$ cat src/rtl/wfa_reduce_sched_if.sv
// Handshake bundle for wfa_reduce_sched: score-step input, reducer start/done and final-bounds output.
// slave = scheduler side, master = score controller / reducer / consumer side.
interface wfa_reduce_sched_if #(
    parameter int DATA_WIDTH = 8
);
    logic                  step_valid;
    logic                  step_ready;
    logic [DATA_WIDTH-1:0] step_kmin;
    logic [DATA_WIDTH-1:0] step_kmax;
    logic                  red_start;
    logic                  red_done;
    logic [DATA_WIDTH-1:0] red_kmin_new;
    logic [DATA_WIDTH-1:0] red_kmax_new;
    logic                  out_valid;
    logic                  out_ready;
    logic [DATA_WIDTH-1:0] out_kmin;
    logic [DATA_WIDTH-1:0] out_kmax;
    logic                  out_reduced;
    logic                  err_timeout;
    logic [15:0]           reduce_count;

    modport slave (
        input  step_valid, step_kmin, step_kmax,
        input  red_done, red_kmin_new, red_kmax_new,
        input  out_ready,
        output step_ready, red_start,
        output out_valid, out_kmin, out_kmax, out_reduced, err_timeout, reduce_count
    );

    modport master (
        output step_valid, step_kmin, step_kmax,
        output red_done, red_kmin_new, red_kmax_new,
        output out_ready,
        input  step_ready, red_start,
        input  out_valid, out_kmin, out_kmax, out_reduced, err_timeout, reduce_count
    );
endinterface

$ cat src/rtl/wfa_reduce_sched.sv
// Per-score wavefront-reduction scheduler: decides per step whether to reduce, drives the reducer, clamps results.
// Optional WFA_REDUCE_SCHED_STATS_EN: implements the saturating reduce_count statistic (tied to 0 otherwise).
module wfa_reduce_sched #(
    parameter int DATA_WIDTH      = 8,
    parameter int REDUCE_INTERVAL = 4,
    parameter int MIN_WF_LEN      = 10,
    parameter int TIMEOUT         = 64
) (
    input logic               clk,
    input logic               rst,
    wfa_reduce_sched_if.slave bus
);
    localparam int CW  = (REDUCE_INTERVAL > 1) ? $clog2(REDUCE_INTERVAL) : 1;
    localparam int TW  = (TIMEOUT > 1) ? $clog2(TIMEOUT) : 1;
    localparam int DW1 = DATA_WIDTH + 1;
    localparam logic [CW-1:0]         CNT_LAST = CW'(REDUCE_INTERVAL - 1);
    localparam logic [TW-1:0]         TMR_LAST = TW'(TIMEOUT - 1);
    localparam logic signed [DW1-1:0] MIN_LEN  = DW1'(MIN_WF_LEN);

    typedef enum logic [2:0] {
        S_IDLE,
        S_CHECK,
        S_ISSUE,
        S_WAIT,
        S_CLAMP,
        S_OUT
    } state_t;

    state_t                        state_q, state_d;
    logic                          step_ready_q, step_ready_d;
    logic                          red_start_q, red_start_d;
    logic                          out_valid_q, out_valid_d;
    logic                          out_reduced_q, out_reduced_d;
    logic                          err_timeout_q, err_timeout_d;
    logic signed [DATA_WIDTH-1:0]  out_kmin_q, out_kmin_d;
    logic signed [DATA_WIDTH-1:0]  out_kmax_q, out_kmax_d;
    logic signed [DATA_WIDTH-1:0]  kmin_q, kmin_d;
    logic signed [DATA_WIDTH-1:0]  kmax_q, kmax_d;
    logic signed [DATA_WIDTH-1:0]  rkmin_q, rkmin_d;
    logic signed [DATA_WIDTH-1:0]  rkmax_q, rkmax_d;
    logic [CW-1:0]                 cnt_q, cnt_d;
    logic [TW-1:0]                 timer_q, timer_d;
`ifdef WFA_REDUCE_SCHED_STATS_EN
    logic [15:0]                   reduce_count_q, reduce_count_d;
`endif

    logic signed [DW1-1:0]         width;
    logic signed [DATA_WIDTH-1:0]  nkmin, nkmax;

    always_comb begin
        // Width is formed one bit wider than the bounds so kmax-kmin+1 does not wrap for normal ranges.
        width = {kmax_q[DATA_WIDTH-1], kmax_q} - {kmin_q[DATA_WIDTH-1], kmin_q} + DW1'(1);
        nkmin = (rkmin_q > kmin_q) ? rkmin_q : kmin_q;
        nkmax = (rkmax_q < kmax_q) ? rkmax_q : kmax_q;

        state_d       = state_q;
        red_start_d   = 1'b0;
        out_valid_d   = out_valid_q;
        out_reduced_d = out_reduced_q;
        err_timeout_d = err_timeout_q;
        out_kmin_d    = out_kmin_q;
        out_kmax_d    = out_kmax_q;
        kmin_d        = kmin_q;
        kmax_d        = kmax_q;
        rkmin_d       = rkmin_q;
        rkmax_d       = rkmax_q;
        cnt_d         = cnt_q;
        timer_d       = timer_q;
`ifdef WFA_REDUCE_SCHED_STATS_EN
        reduce_count_d = reduce_count_q;
`endif

        case (state_q)
            S_IDLE: begin
                if (step_ready_q && bus.step_valid) begin
                    kmin_d  = bus.step_kmin;
                    kmax_d  = bus.step_kmax;
                    state_d = S_CHECK;
                end
            end
            S_CHECK: begin
                if (cnt_q == CNT_LAST && width >= MIN_LEN) begin
                    cnt_d       = '0;
                    red_start_d = 1'b1;
                    state_d     = S_ISSUE;
                end else begin
                    cnt_d         = (cnt_q == CNT_LAST) ? '0 : cnt_q + CW'(1);
                    out_kmin_d    = kmin_q;
                    out_kmax_d    = kmax_q;
                    out_reduced_d = 1'b0;
                    out_valid_d   = 1'b1;
                    state_d       = S_OUT;
                end
            end
            S_ISSUE: begin
                timer_d = '0;
                state_d = S_WAIT;
            end
            S_WAIT: begin
                if (bus.red_done) begin
                    rkmin_d = bus.red_kmin_new;
                    rkmax_d = bus.red_kmax_new;
                    state_d = S_CLAMP;
                end else if (timer_q == TMR_LAST) begin
                    err_timeout_d = 1'b1;
                    out_kmin_d    = kmin_q;
                    out_kmax_d    = kmax_q;
                    out_reduced_d = 1'b0;
                    out_valid_d   = 1'b1;
                    state_d       = S_OUT;
                end else begin
                    timer_d = timer_q + TW'(1);
                end
            end
            S_CLAMP: begin
                out_valid_d = 1'b1;
                state_d     = S_OUT;
                if (nkmin > nkmax) begin
                    out_kmin_d    = kmin_q;
                    out_kmax_d    = kmax_q;
                    out_reduced_d = 1'b0;
                end else begin
                    out_kmin_d    = nkmin;
                    out_kmax_d    = nkmax;
                    out_reduced_d = 1'b1;
`ifdef WFA_REDUCE_SCHED_STATS_EN
                    if (reduce_count_q != 16'hFFFF) reduce_count_d = reduce_count_q + 16'd1;
`endif
                end
            end
            S_OUT: begin
                if (bus.out_ready) begin
                    out_valid_d = 1'b0;
                    state_d     = S_IDLE;
                end
            end
            default: state_d = S_IDLE;
        endcase

        step_ready_d = (state_d == S_IDLE);
    end

    always_ff @(posedge clk) begin
        if (rst) begin
            state_q       <= S_IDLE;
            step_ready_q  <= 1'b0;
            red_start_q   <= 1'b0;
            out_valid_q   <= 1'b0;
            out_reduced_q <= 1'b0;
            err_timeout_q <= 1'b0;
            out_kmin_q    <= '0;
            out_kmax_q    <= '0;
            kmin_q        <= '0;
            kmax_q        <= '0;
            rkmin_q       <= '0;
            rkmax_q       <= '0;
            cnt_q         <= '0;
            timer_q       <= '0;
`ifdef WFA_REDUCE_SCHED_STATS_EN
            reduce_count_q <= '0;
`endif
        end else begin
            state_q       <= state_d;
            step_ready_q  <= step_ready_d;
            red_start_q   <= red_start_d;
            out_valid_q   <= out_valid_d;
            out_reduced_q <= out_reduced_d;
            err_timeout_q <= err_timeout_d;
            out_kmin_q    <= out_kmin_d;
            out_kmax_q    <= out_kmax_d;
            kmin_q        <= kmin_d;
            kmax_q        <= kmax_d;
            rkmin_q       <= rkmin_d;
            rkmax_q       <= rkmax_d;
            cnt_q         <= cnt_d;
            timer_q       <= timer_d;
`ifdef WFA_REDUCE_SCHED_STATS_EN
            reduce_count_q <= reduce_count_d;
`endif
        end
    end

    assign bus.step_ready  = step_ready_q;
    assign bus.red_start   = red_start_q;
    assign bus.out_valid   = out_valid_q;
    assign bus.out_kmin    = out_kmin_q;
    assign bus.out_kmax    = out_kmax_q;
    assign bus.out_reduced = out_reduced_q;
    assign bus.err_timeout = err_timeout_q;
`ifdef WFA_REDUCE_SCHED_STATS_EN
    assign bus.reduce_count = reduce_count_q;
`else
    assign bus.reduce_count = '0;
`endif
endmodule

$ cat src/flat_wrapper.sv
// flat-port wrapper written by rule: the top's interface ports become plain ports
module wfa_reduce_sched_flat 
#(
    parameter int DATA_WIDTH      = 8,
    parameter int REDUCE_INTERVAL = 4,
    parameter int MIN_WF_LEN      = 10,
    parameter int TIMEOUT         = 64
)
  (clk, rst, bus_step_valid, bus_step_kmin, bus_step_kmax, bus_red_done, bus_red_kmin_new, bus_red_kmax_new, bus_out_ready, bus_step_ready, bus_red_start, bus_out_valid, bus_out_kmin, bus_out_kmax, bus_out_reduced, bus_err_timeout, bus_reduce_count);
  wfa_reduce_sched_if #(.DATA_WIDTH(DATA_WIDTH)) bus_i ();
  input logic clk;
  input logic rst;
  input wire logic [$bits(bus_i.step_valid)-1:0] bus_step_valid;
  input wire logic [$bits(bus_i.step_kmin)-1:0] bus_step_kmin;
  input wire logic [$bits(bus_i.step_kmax)-1:0] bus_step_kmax;
  input wire logic [$bits(bus_i.red_done)-1:0] bus_red_done;
  input wire logic [$bits(bus_i.red_kmin_new)-1:0] bus_red_kmin_new;
  input wire logic [$bits(bus_i.red_kmax_new)-1:0] bus_red_kmax_new;
  input wire logic [$bits(bus_i.out_ready)-1:0] bus_out_ready;
  output wire logic [$bits(bus_i.step_ready)-1:0] bus_step_ready;
  output wire logic [$bits(bus_i.red_start)-1:0] bus_red_start;
  output wire logic [$bits(bus_i.out_valid)-1:0] bus_out_valid;
  output wire logic [$bits(bus_i.out_kmin)-1:0] bus_out_kmin;
  output wire logic [$bits(bus_i.out_kmax)-1:0] bus_out_kmax;
  output wire logic [$bits(bus_i.out_reduced)-1:0] bus_out_reduced;
  output wire logic [$bits(bus_i.err_timeout)-1:0] bus_err_timeout;
  output wire logic [$bits(bus_i.reduce_count)-1:0] bus_reduce_count;
  assign bus_i.step_valid = bus_step_valid;
  assign bus_i.step_kmin = bus_step_kmin;
  assign bus_i.step_kmax = bus_step_kmax;
  assign bus_i.red_done = bus_red_done;
  assign bus_i.red_kmin_new = bus_red_kmin_new;
  assign bus_i.red_kmax_new = bus_red_kmax_new;
  assign bus_i.out_ready = bus_out_ready;
  assign bus_step_ready = bus_i.step_ready;
  assign bus_red_start = bus_i.red_start;
  assign bus_out_valid = bus_i.out_valid;
  assign bus_out_kmin = bus_i.out_kmin;
  assign bus_out_kmax = bus_i.out_kmax;
  assign bus_out_reduced = bus_i.out_reduced;
  assign bus_err_timeout = bus_i.err_timeout;
  assign bus_reduce_count = bus_i.reduce_count;
  wfa_reduce_sched #(.DATA_WIDTH(DATA_WIDTH), .REDUCE_INTERVAL(REDUCE_INTERVAL), .MIN_WF_LEN(MIN_WF_LEN), .TIMEOUT(TIMEOUT)) u_core (.clk(clk), .rst(rst), .bus(bus_i));
endmodule
$ cat config.mk
export PLATFORM = sky130hd
export DESIGN_NAME = wfa_reduce_sched_flat
export DESIGN_NICKNAME = d
export VERILOG_FILES = /design/src/rtl/wfa_reduce_sched_if.sv /design/src/rtl/wfa_reduce_sched.sv /design/src/flat_wrapper.sv
export SDC_FILE = /design/constraint.sdc
export NUM_CORES = 1
export LEC_CHECK = 0
export CORE_AREA = 2 2 100 102
export CTS_CLUSTER_SIZE = 10
export DETAILED_ROUTE_END_ITERATION = 10
export DIE_AREA = 0 0 102 104
export PLACE_DENSITY_LB_ADDON = 0.1
export SLEW_MARGIN = 5
export SYNTH_ARGS = -nofsm -noshare
export SYNTH_HDL_FRONTEND = slang
export SYNTH_SLANG_ARGS = --single-unit
$ cat constraint.sdc
create_clock -name clk -period 9.8 [get_ports clk]
set_input_delay 1.96 -clock clk [delete_from_list [all_inputs] [get_ports clk]]
set_output_delay 1.96 -clock clk [all_outputs]
set_load 0.05 [all_outputs]
==> metrics.txt, run 1 <==
arrival time of the worst setup path 4920 ps; fraction of registers with async set/reset 0%; Routed WL per cell 15.03 um; multi-input logic area 0.002494 mm^2; Final Worst Setup Slack 5171 ps; diode count 0; initial antenna violation count 0; DIE AREA 0.01061 mm^2; clock-pin slew on the worst setup and hold paths 80 ps; Mean Syn Cell Area 7.818 um^2; detailed router's first-iteration violation count 231; Sum Neg Setup Slack 0 ps; power after layout 1.054 mW; worst min path class reg -> reg; buffers inserted by post-CTS timing repair 0; sink count of the clock tree 64; routed via count divided by cell count 5.221; flip-flop and latch count after synthesis 64; port buffer count 57; Pwr Density 218.0 mW/mm^2; sequential-to-total area share from yosys stat 31.82%; worst-case register-to-register setup slack 5170 ps; area of all placed cells without fillers 0.004836 mm^2; most area-consuming cells after synthesis sky130_fd_sc_hd__dfxtp_1, sky130_fd_sc_hd__ha_1, sky130_fd_sc_hd__a21oi_1; number of endpoints with negative hold slack in the final report 0; data required time of the worst path 10090 ps; count of yosys warnings during synthesis 0; most used flip-flop cell after synthesis sky130_fd_sc_hd__dfxtp_1; hold_buf cts 0; actual transition at the worst max-transition pin 1108 ps; setup violators final 0; placed wire-length estimate 7.870 mm; initial cell density of the core 42.16%; area post-placement 0.004608 mm^2; top cell types by occurrence after synthesis sky130_fd_sc_hd__nand2_1, sky130_fd_sc_hd__a21oi_1, sky130_fd_sc_hd__dfxtp_1; wire length of the first global-routing pass 17.04 mm; fraction of final layout cells sized beyond drive strength 1 5.142%; Min Clock Period, post-route 4629 ps; TritonCTS buffer count 9; worst-path fanout max 32; register area 0.001281 mm^2; DRC viols 0; max-capacitance violation count 0; final cycle utilization of the critical path 47.23%; EDFF count, synth 0; headroom to the max-slew limit 26.11%; setup repair after global routing missed its margin no; remaining antenna violation count 0; number of standard-cell rows in the floorplan 36; DR pass1 iterations 5; Highest Clock Rate 216.1 MHz; aggregate global routing overflow 0; maximum number of pins on one net before global-route repair 79; run status complete, no violations; core region area 0.009549 mm^2; count of pins over their slew limit 0; vias in the first global route 3469; Startpoint Class flop; most frequent cell after synthesis sky130_fd_sc_hd__nand2_1; latest clock arrival within the worst-skew pair 360 ps; Resized cells post-CTS 0; share of Yosys cell area claimed by the top area cell type 31.82%; vertical die dimension 104 um; area growth from synthesis to final layout 20.11%; netlist area before placement 0.004026 mm^2; Final #Nets 637; I/O pin total 74; htree depth 3; post-synth cell types 48; Peak VDD IR 0.0001412 V; final routed wirelength across all metal layers 10.47 mm; kind of end point of the critical path flop; weighted congestion reported at the end of routability-driven placement 0.8260; overall via count from detail_route 3639; global-route usage over all layers 20.54%; class of the most critical setup path reg -> reg; clock tree from TritonCTS built; leakage power of the design 1.868 nW; width of the chip 102 um; most area-hungry cell type in the Yosys netlist sky130_fd_sc_hd__dfxtp_1; synthesized netlist cell count 515; Worst Clk Skew 12.65 ps; fillers 979; worst slack at placement 5254 ps; clock tree buffer depth 2; root buffer cell sky130_fd_sc_hd__clkbuf_8
## sequential cells by signal, indices dropped and copies added (netlist names)
signal,count
u_core.bus.out_kmax,8
u_core.bus.out_kmin,8
u_core.kmax_q,8
u_core.kmin_q,8
u_core.rkmax_q,8
u_core.rkmin_q,8
u_core.timer_q,6
u_core.state_q,3
u_core.cnt_q,2
u_core.bus.err_timeout,1
u_core.bus.out_reduced,1
u_core.bus.out_valid,1
u_core.bus.red_start,1
u_core.bus.step_ready,1
## per-stage QoR
| step | std cells | util, % | hold slack (ps) |
|---|---|---|---|
| final | 697 | 50.64 | 456.6 |
| after CTS | 697 | 50.64 | 459.5 |
| after global placement | 681 | 48.26 | 445.7 |
| after global routing | 697 | 50.64 | 472.2 |
| after floorplan | 530 | - | 436.3 |
| after detailed placement | 681 | 48.26 | 449.6 |
## path summary, 6_finish.rpt
kind,startpoint,end,cells past startpoint
setup / recovery,u_core.kmax_q[6],u_core.bus.out_kmin[0],14
hold / removal,u_core.kmax_q[7],u_core.kmax_q[7],2
setup reg to reg,u_core.kmax_q[6],u_core.bus.out_kmin[0],14
hold reg to reg,u_core.kmax_q[7],u_core.kmax_q[7],2
## worst max-delay path: stages, from the launching register on
cell	delay, ps
sky130_fd_sc_hd__dfxtp_1	430
sky130_fd_sc_hd__inv_1	120
sky130_fd_sc_hd__ha_1	210
sky130_fd_sc_hd__nor4b_1	270
sky130_fd_sc_hd__o21ai_0	160
sky130_fd_sc_hd__o21ai_2	870
sky130_fd_sc_hd__a21oi_1	220
sky130_fd_sc_hd__ha_1	340
sky130_fd_sc_hd__o21ai_0	170
sky130_fd_sc_hd__a21oi_1	60
sky130_fd_sc_hd__nor4_1	310
sky130_fd_sc_hd__o31a_1	770
sky130_fd_sc_hd__nand3_1	180
sky130_fd_sc_hd__a21oi_1	250
sky130_fd_sc_hd__mux2_2	190
## cells by family (layout without fill, tap and decap cells)
logic type	Yosys count	after routing	synth area share (%)
DFF	64	64	31.82
other	1	16	0.09314
muxes	17	17	4.475
and+or+nand+nor	184	184	21.50
adders and majority gates	41	41	12.93
xor gates and xnor gates	6	6	1.305
AOI/OAI and AO/OA	137	137	20.14
buffers and inverters	65	99	7.738
## per-layer routing
| layer | track usage (%) | part of all wire (%) |
|---|---|---|
| met2 | 34.07 | 48 |
| met5 | 0 | 0 |
| met4 | 6.381 | 1.8 |
| met3 | 4.099 | 4.3 |
| met1 | 26.60 | 46 |
## layout by cell type, fill, tap and decap left out, types with 4 or more instances in the layout
cell type / instances
sky130_fd_sc_hd__ha_1: 40
sky130_fd_sc_hd__nand2b_1: 10
sky130_fd_sc_hd__nand2_1: 81
sky130_fd_sc_hd__nand3_1: 22
sky130_fd_sc_hd__mux2_2: 8
sky130_fd_sc_hd__nor2b_1: 13
sky130_fd_sc_hd__xnor2_1: 5
sky130_fd_sc_hd__clkdlybuf4s50_1: 56
sky130_fd_sc_hd__and3_1: 7
sky130_fd_sc_hd__mux2i_1: 9
sky130_fd_sc_hd__nor2_1: 28
sky130_fd_sc_hd__inv_1: 25
sky130_fd_sc_hd__nor3_1: 9
sky130_fd_sc_hd__clkbuf_8: 9
sky130_fd_sc_hd__o21ai_0: 27
sky130_fd_sc_hd__conb_1: 16
sky130_fd_sc_hd__a21oi_1: 67
sky130_fd_sc_hd__dfxtp_1: 64
sky130_fd_sc_hd__a21o_1: 19
sky130_fd_sc_hd__or3_1: 4
## cell type report
cell class                      count  share of cell area [%]
Clock buffer                        9                   2.561
Timing Repair Buffer               58                   11.85
Sequential cell                    64                   26.49
Inverter                           25                   1.940
Multi-Input combinational cell    401                   51.57
Tap cell                          133                   3.441
Clock inverter                      7                   2.147
## report_power, final
part / switching (mW) / leakage [nW] / internal [mW]
Clock: 0.118 / 0.114 / 0.146
Combinational: 0.306 / 1.24 / 0.178
Sequential: 0.0228 / 0.518 / 0.284
Total: 0.447 / 1.87 / 0.607
Note: power is estimated with default switching activity, not from simulation.
==> inputs of run 2 (changes only) <==
- clock period: 9.8 -> 4.51 ns (I/O delays scaled with it)
==> run 2 against run 1 <==
  * Cell area did not move
  * Count of clock-buffer cells in the layout rose by 1
  * Critical path type unchanged
  * Critical path depth grew 1
  * Global-route usage up 0.16 points
  * Via count is 0.22% lower
  * Die area is the same
==> metrics.txt, run 2 (synthesis gave the netlist of run 1 again) <==
run status complete, no violations; Highest Clock Rate 243.3 MHz (+13%); RR Startpoint u_core.kmin_q[1]; global routing's busiest layer met2; Final Hold Slack 456.9 ps (+0.3120 ps); maximum number of pins on one net before global-route repair 46 (-42%); clock tree from TritonCTS built; initial cell density of the core 42.16% (unchanged); Resized cells post-CTS 0 (unchanged); vertical die dimension 104 um (unchanged); ordered cell list for the critical path inv_1, ha_1, nor2b_1, o21ai_0, a21oi_1, o31a_1, o21ai_0, ha_1, or3_1, nor4_1, o31a_1, buf_4, nand3_1, a21o_1, mux2i_1; power after layout 2.214 mW (+110%); htree depth 3 (unchanged); leakage power of the design 1.864 nW (-0.22%); port buffer count 57 (unchanged); M3 GR Usage 3.495% (-0.60 points); clock tree buffer depth 2 (unchanged); Min Clock Period, post-route 4110 ps (-518.4 ps); number of standard-cell rows in the floorplan 36 (unchanged); class of the most critical setup path reg -> reg; worst-path fanout max 22 (-31%); Worst Clk Skew 15.01 ps (+2.364 ps); Sum Neg Setup Slack 0 ps (unchanged); area of all placed cells without fillers 0.004836 mm^2 (unchanged); Startpoint Class flop; actual transition at the worst max-transition pin 784.8 ps (-323.4 ps); width of the chip 102 um (unchanged); Peak VDD IR 0.0002476 V (+75%); core region area 0.009549 mm^2 (unchanged); global-route usage over all layers 20.71% (+0.16 points); vias in the first global route 3553 (+2.4%); DRC viols 0 (unchanged); final routed wirelength across all metal layers 10.55 mm (+0.72%); hold_buf cts 0 (unchanged); remaining antenna violation count 0 (unchanged); arrival time of the worst setup path 4380 ps (-540 ps); launch point of the worst hold path u_core.kmax_q[1]; fillers 974 (-0.51%); diode count 0 (unchanged); worst min path class reg -> reg; DR pass1 iterations 5 (unchanged); aggregate global routing overflow 0 (unchanged); Final Instance Count excl. Fillers 702 (+0.72%); placed wire-length estimate 8.060 mm (+2.4%); area growth from synthesis to final layout 20.11% (unchanged); grt met1 use 26.71% (+0.11 points); Post-Place Cells 686 (+0.73%); sink count of the clock tree 64 (unchanged); initial antenna violation count 0 (unchanged); worst slack at placement 432.3 ps (-4822 ps); count of pins over their slew limit 0 (unchanged); DIE AREA 0.01061 mm^2 (unchanged); kind of end point of the critical path flop; fraction of final layout cells sized beyond drive strength 1 5.975% (+0.83 points); CP max stage delay 600 ps (-270 ps); slowest stage cell, crit path sky130_fd_sc_hd__o31a_1; latest clock arrival within the worst-skew pair 350 ps (about the same); number of endpoints with negative hold slack in the final report 0 (unchanged); max-capacitance violation count 0 (unchanged); clock-pin slew on the worst setup and hold paths 90 ps (about the same); overall via count from detail_route 3631 (-0.22%); global-route track usage on met2 35.39% (+1.3 points); commonest cells after routing, fill and taps aside sky130_fd_sc_hd__nand2_1, sky130_fd_sc_hd__a21oi_1, sky130_fd_sc_hd__dfxtp_1, sky130_fd_sc_hd__clkdlybuf4s50_1, sky130_fd_sc_hd__ha_1; setup violators final 0 (unchanged); final cycle utilization of the critical path 91.13% (+44 points); setup repair after global routing missed its margin no; wire length of the first global-routing pass 17.40 mm (+2.1%); area post-placement 0.004646 mm^2 (+0.81%); data required time of the worst path 4780 ps (-5310 ps); register area 0.001281 mm^2 (unchanged); Core Util, Final 50.64% (unchanged); I/O pin total 74 (unchanged); buffers inserted by post-CTS timing repair 0 (unchanged); Final Worst Setup Slack 399.9 ps (-4772 ps); Routed WL per cell 15.03 um (about the same); Pwr Density 457.8 mW/mm^2 (+110%); headroom to the max-slew limit 47.68% (+22 points); root buffer cell sky130_fd_sc_hd__clkbuf_8; detailed router's first-iteration violation count 177 (-23%); TritonCTS buffer count 9 (unchanged); most common cell after layout, fill and taps aside sky130_fd_sc_hd__nand2_1; multi-input logic area 0.002501 mm^2 (+0.30%); Final #Nets 642 (+0.78%); weighted congestion reported at the end of routability-driven placement 0.8845 (+7.1%); launch point of the worst path u_core.kmin_q[1]; routed via count divided by cell count 5.172 (-0.93%)
run 2: power breakdown:
| group | total, mW | switching [mW] | internal, mW |
|---|---|---|---|
| clock network | 0.456 | 0.241 | 0.215 |
| logic | 1.09 | 0.680 | 0.415 |
| registers | 0.663 | 0.0470 | 0.616 |
| total | 2.21 | 0.968 | 1.25 |
run 2: worst paths after layout:
kind,slack (ps),cells past startpoint,end
worst max-delay path,400,15,u_core.bus.out_kmax[7]
worst min register to register,460,2,u_core.kmax_q[1]
worst max register to register,400,15,u_core.bus.out_kmax[7]
worst min-delay path,460,2,u_core.kmax_q[1]
run 2: metal layers:
| metal | up-vias | wire length (um) |
|---|---|---|
| li1 | 1853 | - |
| met5 | - | 0 |
| met4 | 0 | 150 |
| met3 | 10 | 485 |
| met2 | 93 | 5136 |
| met1 | 1675 | 4774 |
run 2: final cells by class:
type,instances,share of cell area [%]
inverters,25,1.940
repair buffers,63,12.63
clock buffers,10,2.846
flip-flops and latches,64,26.49
multi-input cells,401,51.72
clock inverters,6,0.9314
well taps,133,3.441
run 2: critical path, delay by kind of cell, from the launching register on:
family	cells	cell delay (ps)
AO/OA/AOI/OAI	6	1660
buffers and inverters	2	350
adder cells (fa/ha/maj)	2	550
flip-flops	1	410
multiplexers	1	120
AND/OR/NAND/NOR	4	920
==> variant 1, RTL diff (settings of run 2) <==
`DATA_WIDTH` is set to 8 in 3 places; all go to 10.
--- a/src/rtl/wfa_reduce_sched_if.sv
+++ b/src/rtl/wfa_reduce_sched_if.sv
@@ -2,5 +2,5 @@
 // slave = scheduler side, master = score controller / reducer / consumer side.
 interface wfa_reduce_sched_if #(
-    parameter int DATA_WIDTH = 8
+    parameter int DATA_WIDTH = 10
 );
     logic                  step_valid;
--- a/src/rtl/wfa_reduce_sched.sv
+++ b/src/rtl/wfa_reduce_sched.sv
@@ -2,5 +2,5 @@
 // Optional WFA_REDUCE_SCHED_STATS_EN: implements the saturating reduce_count statistic (tied to 0 otherwise).
 module wfa_reduce_sched #(
-    parameter int DATA_WIDTH      = 8,
+    parameter int DATA_WIDTH      = 10,
     parameter int REDUCE_INTERVAL = 4,
     parameter int MIN_WF_LEN      = 10,
--- a/src/flat_wrapper.sv
+++ b/src/flat_wrapper.sv
@@ -2,5 +2,5 @@
 module wfa_reduce_sched_flat 
 #(
-    parameter int DATA_WIDTH      = 8,
+    parameter int DATA_WIDTH      = 10,
     parameter int REDUCE_INTERVAL = 4,
     parameter int MIN_WF_LEN      = 10,
Interface: changed (6 resized); port bits go from 74 to 86. No check against the original RTL was run, so the function may have changed too.
==> variant 1 against run 2 <==
Total power grew 26%. Area after synthesis is 27% higher. Worst setup slack worse by 0.060 ns. Sequential cell count is 12 higher. Wire length grew 23%. Count of clock-buffer cells in the layout fell by 1. Design area increased by 25%. Global-route usage up 4.4 points.
==> variant 1: results (changes against run 2) <==
[routing]
dr_total_vias = 4680  ; +29%
vias_per_cell = 5.58  ; +7.8%
wirelength_um = 13000  ; +23%
drt_iter0_drc = 201  ; +14%

[setup_path]
cp_max_fo = 21  ; -4.5%
reg2reg_to = u_core.bus.out_kmax[6]$_SDFFE_PP0P_
arrival_ns = 4.43  ; +0.05 ns
r2r-start = u_core.kmin_q[9]$_SDFFE_PP0P_
path_delay_family = simple AND/OR/NAND/NOR gates
reg2reg_setup_slack_ns = 0.34  ; -0.06 ns
slowest_delay_ns = 0.52  ; -0.08 ns
crit_slowest_cell = or4_1

[pwr]
powerClk_mw = 0.556  ; +22%
p_int_mw = 1.57  ; +26%
clkPwrFrac_pct = 20.0  ; -0.6 points
powerComb_mw = 1.45  ; +33%
irDropWorstVdd_uv = 233  ; -5.8%
power.static_leakage_nw = 2.38  ; +28%

[sta]
tightest_slew_ns = 0.966  ; +0.181 ns
holdWs_ns = 0.452  ; -0.00490 ns
finalCritPeriodShare_pct = 92.5  ; +1.3 points
skew_ns = 0.0147  ; -0.000312 ns

[worst_hold_path]
hp-start = u_core.bus.err_timeout$_SDFFE_PP0P_
min_to = u_core.bus.err_timeout$_SDFFE_PP0P_

[synth]
synth_cells = 643  ; +25%
synthMuxAreaShare_pct = 7.97  ; +3.5 points
netlist_top_cells_count = 105 x nand2_1, 79 x a21oi_1, 76 x dfxtp_1
synthAdderAreaFrac_pct = 12.7  ; -0.27 points
yosysUniqueCellTypes = 61  ; +27%
synth_compound_area_share_pct = 18.8  ; -1.3 points
yosysSeqAreaShare_pct = 29.8  ; -2.0 points
synthTopCellsByArea = dfxtp_1 30%, ha_1 12%, a21oi_1 7.7%
synth-xor-area-share_pct = 0.858  ; -0.45 points

[placement]
placed_area_um2 = 5820  ; +25%
gp_congestion = 0.900  ; +1.7%
dp_hpwl_um = 9800  ; +22%
dp_worst_setup_slack_ns = 0.184  ; -0.249 ns
numPlacedInstances = 822  ; +20%
port_buffers = 69  ; +21%

[global_route]
grt_pass1_wl_um = 21200  ; +22%
grt_start_max_net_pins = 61  ; +33%
grt_pass1_vias = 4335  ; +22%
track_usage_pct = 25.1  ; +4.4 points
antenna_found_initial = 0  ; unchanged

[layout]
drive_gt1_share_pct = 9.49  ; +3.5 points
num-fill-cells = 887  ; -8.9%
fin_nets = 797  ; +24%
area_growth_pct = 18.4

[outcome]
outcome = finished clean

[cts]
cts.clk_slew.worst_paths_ns = 0.09  ; about the same
cts-resized-gates = 0  ; unchanged
insertion_delay_ns = 0.37  ; +0.02 ns
root_buffer = clkbuf_8

variant 1: cell types whose count changed after synthesis, sizes merged, moves of 10 or more:
cell	change
o21ai	+12
mux2	+12
a21oi	+13
ha	+10
nand2	+24
buf	+10
dfxtp	+12
nor2b	+13
a21o	-14
variant 1: area by class of cell:
type | instances | share of cell area, %
Clock buffer | 9 | 2.05
Multi-Input combinational cell | 497 | 53.4
Tap cell | 133 | 2.75
Clock inverter | 7 | 1.33
Timing Repair Buffer | 84 | 13.2
Sequential cell | 76 | 25.2
Inverter | 33 | 2.05
variant 1: layer usage:
metal	part of all wire [%]	track usage, %	vias to the layer above
li1	-	-	2319
met4	1.9	7.33	0
met1	45	33.3	2188
met2	48	41.7	147
met5	0	0	-
met3	4.3	4.10	26
variant 1: cells by family (layout without fill, tap and decap cells):
family	after synthesis	in the layout
AO/OA/AOI/OAI	164	165
XOR/XNOR	5	5
adder cells (fa/ha/maj)	51	51
buffers and inverters	86	133
flip-flops	76	76
multiplexers	31	31
other	1	16
AND/OR/NAND/NOR	229	229
==> variant 2, RTL diff (flow settings as in run 2) <==
Made on the original files. The 6 states of `state_t` get a Gray code encoding in 3 bits.
--- a/src/rtl/wfa_reduce_sched.sv
+++ b/src/rtl/wfa_reduce_sched.sv
@@ -19,10 +19,10 @@
 
     typedef enum logic [2:0] {
-        S_IDLE,
-        S_CHECK,
-        S_ISSUE,
-        S_WAIT,
-        S_CLAMP,
-        S_OUT
+        S_IDLE  = 3'b000,
+        S_CHECK = 3'b001,
+        S_ISSUE = 3'b011,
+        S_WAIT  = 3'b010,
+        S_CLAMP = 3'b110,
+        S_OUT   = 3'b111
     } state_t;
 
Formal check against the unedited RTL: same outputs for any inputs over 10 cycles, from zero or initial values and one cycle with rst high; not proved beyond that.
==> variant 2 against run 2 <==
Synthesized cell count fell by 6.4%. Maximum frequency rose by 2.7%. Area after synthesis grew 0.16%. Worst setup slack better by 0.11 ns. Die area did not move. Design area up 2.1%. Sequential cell count unchanged. Total power is 36% higher. Global-route usage decreased by 0.40 points. Wire length fell by 1.1%. Hold slack better by 0.0057 ns. Non-clock buffer count increased by 6. Critical endpoint is now u_core.bus.out_kmin[5]$_SDFFE_PP0P_. Highest routed layer unchanged.
==> variant 2: results (changes against run 2) <==
[pwr]
powerComb_mw = 1.61  ; +48%
irDropWorstVdd_uv = 195  ; -21%
power_mw = 3.01  ; +36%
power.static_leakage_nw = 1.88  ; +0.68%
p_int_mw = 1.69  ; +36%
powerClk_mw = 0.622  ; +36%

[cts]
cts_buffers = 9  ; unchanged
h-tree-depth = 3  ; unchanged
post_cts_buffers = 0  ; unchanged
root_buffer = clkbuf_8
cts.clk_slew.worst_paths_ns = 0.07  ; -0.02 ns
cts-resized-gates = 0  ; unchanged

[routing]
wirelength_um = 10400  ; -1.1%
drt_iter0_drc = 180  ; +1.7%
wl_per_cell_um = 15.4  ; +2.4%
vias_per_cell = 5.17  ; about the same

[worst_hold_path]
holdPathStages = 2  ; unchanged
hp-start = u_core.bus.out_reduced$_SDFFE_PP0P_
min_to = u_core.bus.out_reduced$_SDFFE_PP0P_
min_path_type = reg2reg

[setup_path]
slowest_delay_ns = 0.47  ; -0.13 ns
reg2reg_to = u_core.bus.out_kmin[5]$_SDFFE_PP0P_
arrival_ns = 4.23  ; -0.15 ns
crit_slowest_cell = dfxtp_1
reg2reg_setup_slack_ns = 0.51  ; +0.11 ns
r2r-start = u_core.kmin_q[7]$_SDFFE_PP0P_
cp_max_fo = 9  ; -59%
path_delay_family = compound AO/OA/AOI/OAI gates

[global_route]
antenna_found_initial = 0  ; unchanged
grt_pass1_wl_um = 16900  ; -2.8%
track_usage_pct = 20.3  ; -0.40 points
grt_pass1_vias = 3303  ; -7.0%
grt_start_max_net_pins = 43  ; -6.5%

[synth]
async_flop_share_pct = 0  ; unchanged
synth-xor-area-share_pct = 1.30  ; -0.0020 points
synthFlopType = dfxtp_1
yosys_warnings = 0  ; unchanged
synth_compound_area_share_pct = 20.7  ; +0.56 points
synthTopCellsByArea = dfxtp_1 32%, ha_1 12%, nand2_1 8.0%
synthAdderAreaFrac_pct = 12.9  ; -0.020 points
avgSynthCellArea_um2 = 8.37  ; +7.0%
yosysSeqAreaShare_pct = 31.8  ; -0.049 points
netlist_top_cells_count = 86 x nand2_1, 64 x dfxtp_1, 56 x a21oi_1
synthMuxAreaShare_pct = 8.19  ; +3.7 points
yosysUniqueCellTypes = 52  ; +8.3%

[placement]
placed_area_um2 = 4680  ; +0.81%
gp_congestion = 0.949  ; +7.3%
dp_worst_setup_slack_ns = 0.541  ; +0.109 ns
dp_hpwl_um = 8190  ; +1.7%
numPlacedInstances = 662  ; -3.5%

[layout]
drive_gt1_share_pct = 10.3  ; +4.3 points
fin_nets = 618  ; -3.7%
num-fill-cells = 971  ; -0.31%

[sta]
skew_ns = 0.00992  ; -0.00509 ns
slew_headroom_pct = 52.9  ; +5.2 points
holdWs_ns = 0.463  ; +0.00571 ns

[outcome]
outcome = finished clean

[variant 2: cell count changes after synthesis, sizes merged, moves of 5 or more]
cell    change
o41ai      +16
nor2b       -7
o21ai      -15
nor2        -7
a211oi      +8
nand2b      -6
nand3      -12
mux2i      +15
nand2       +5
a21o       -16
[variant 2: final cells by class]
class / count / area, µm² / area share, %
Sequential cell: 64 / 1280 / 26.0
Clock buffer: 10 / 138 / 2.79
Timing Repair Buffer: 69 / 661 / 13.4
Tap cell: 133 / 166 / 3.37
Inverter: 28 / 105 / 2.13
Clock inverter: 6 / 115 / 2.33
Multi-Input combinational cell: 368 / 2470 / 50.0
[variant 2: how the worst max path moves through the flow]
stage	from	to	slack [ns]	cells after the start
after floorplan	u_core.kmin_q[7]$_SDFFE_PP0P_	u_core.bus.out_kmin[4]$_SDFFE_PP0P_	0.39	13
after global placement	u_core.kmin_q[7]$_SDFFE_PP0P_	u_core.bus.out_kmin[6]$_SDFFE_PP0P_	0.60	15
after detailed placement	u_core.kmin_q[7]$_SDFFE_PP0P_	u_core.bus.out_kmin[5]$_SDFFE_PP0P_	0.54	15
after CTS	u_core.kmin_q[7]$_SDFFE_PP0P_	u_core.bus.out_kmin[5]$_SDFFE_PP0P_	0.53	15
after global routing	u_core.kmin_q[7]$_SDFFE_PP0P_	u_core.bus.out_kmin[5]$_SDFFE_PP0P_	0.19	15
final	u_core.kmin_q[7]$_SDFFE_PP0P_	u_core.bus.out_kmin[5]$_SDFFE_PP0P_	0.51	15
[variant 2: layer usage]
| layer | GRT usage [%] | up-vias | part of all wire [%] |
|---|---|---|---|
| li1 | - | 1799 | - |
| met1 | 28.4 | 1613 | 49 |
| met2 | 31.2 | 80 | 45 |
| met3 | 3.70 | 14 | 4.2 |
| met4 | 6.95 | 0 | 1.9 |
| met5 | 0 | - | 0 |
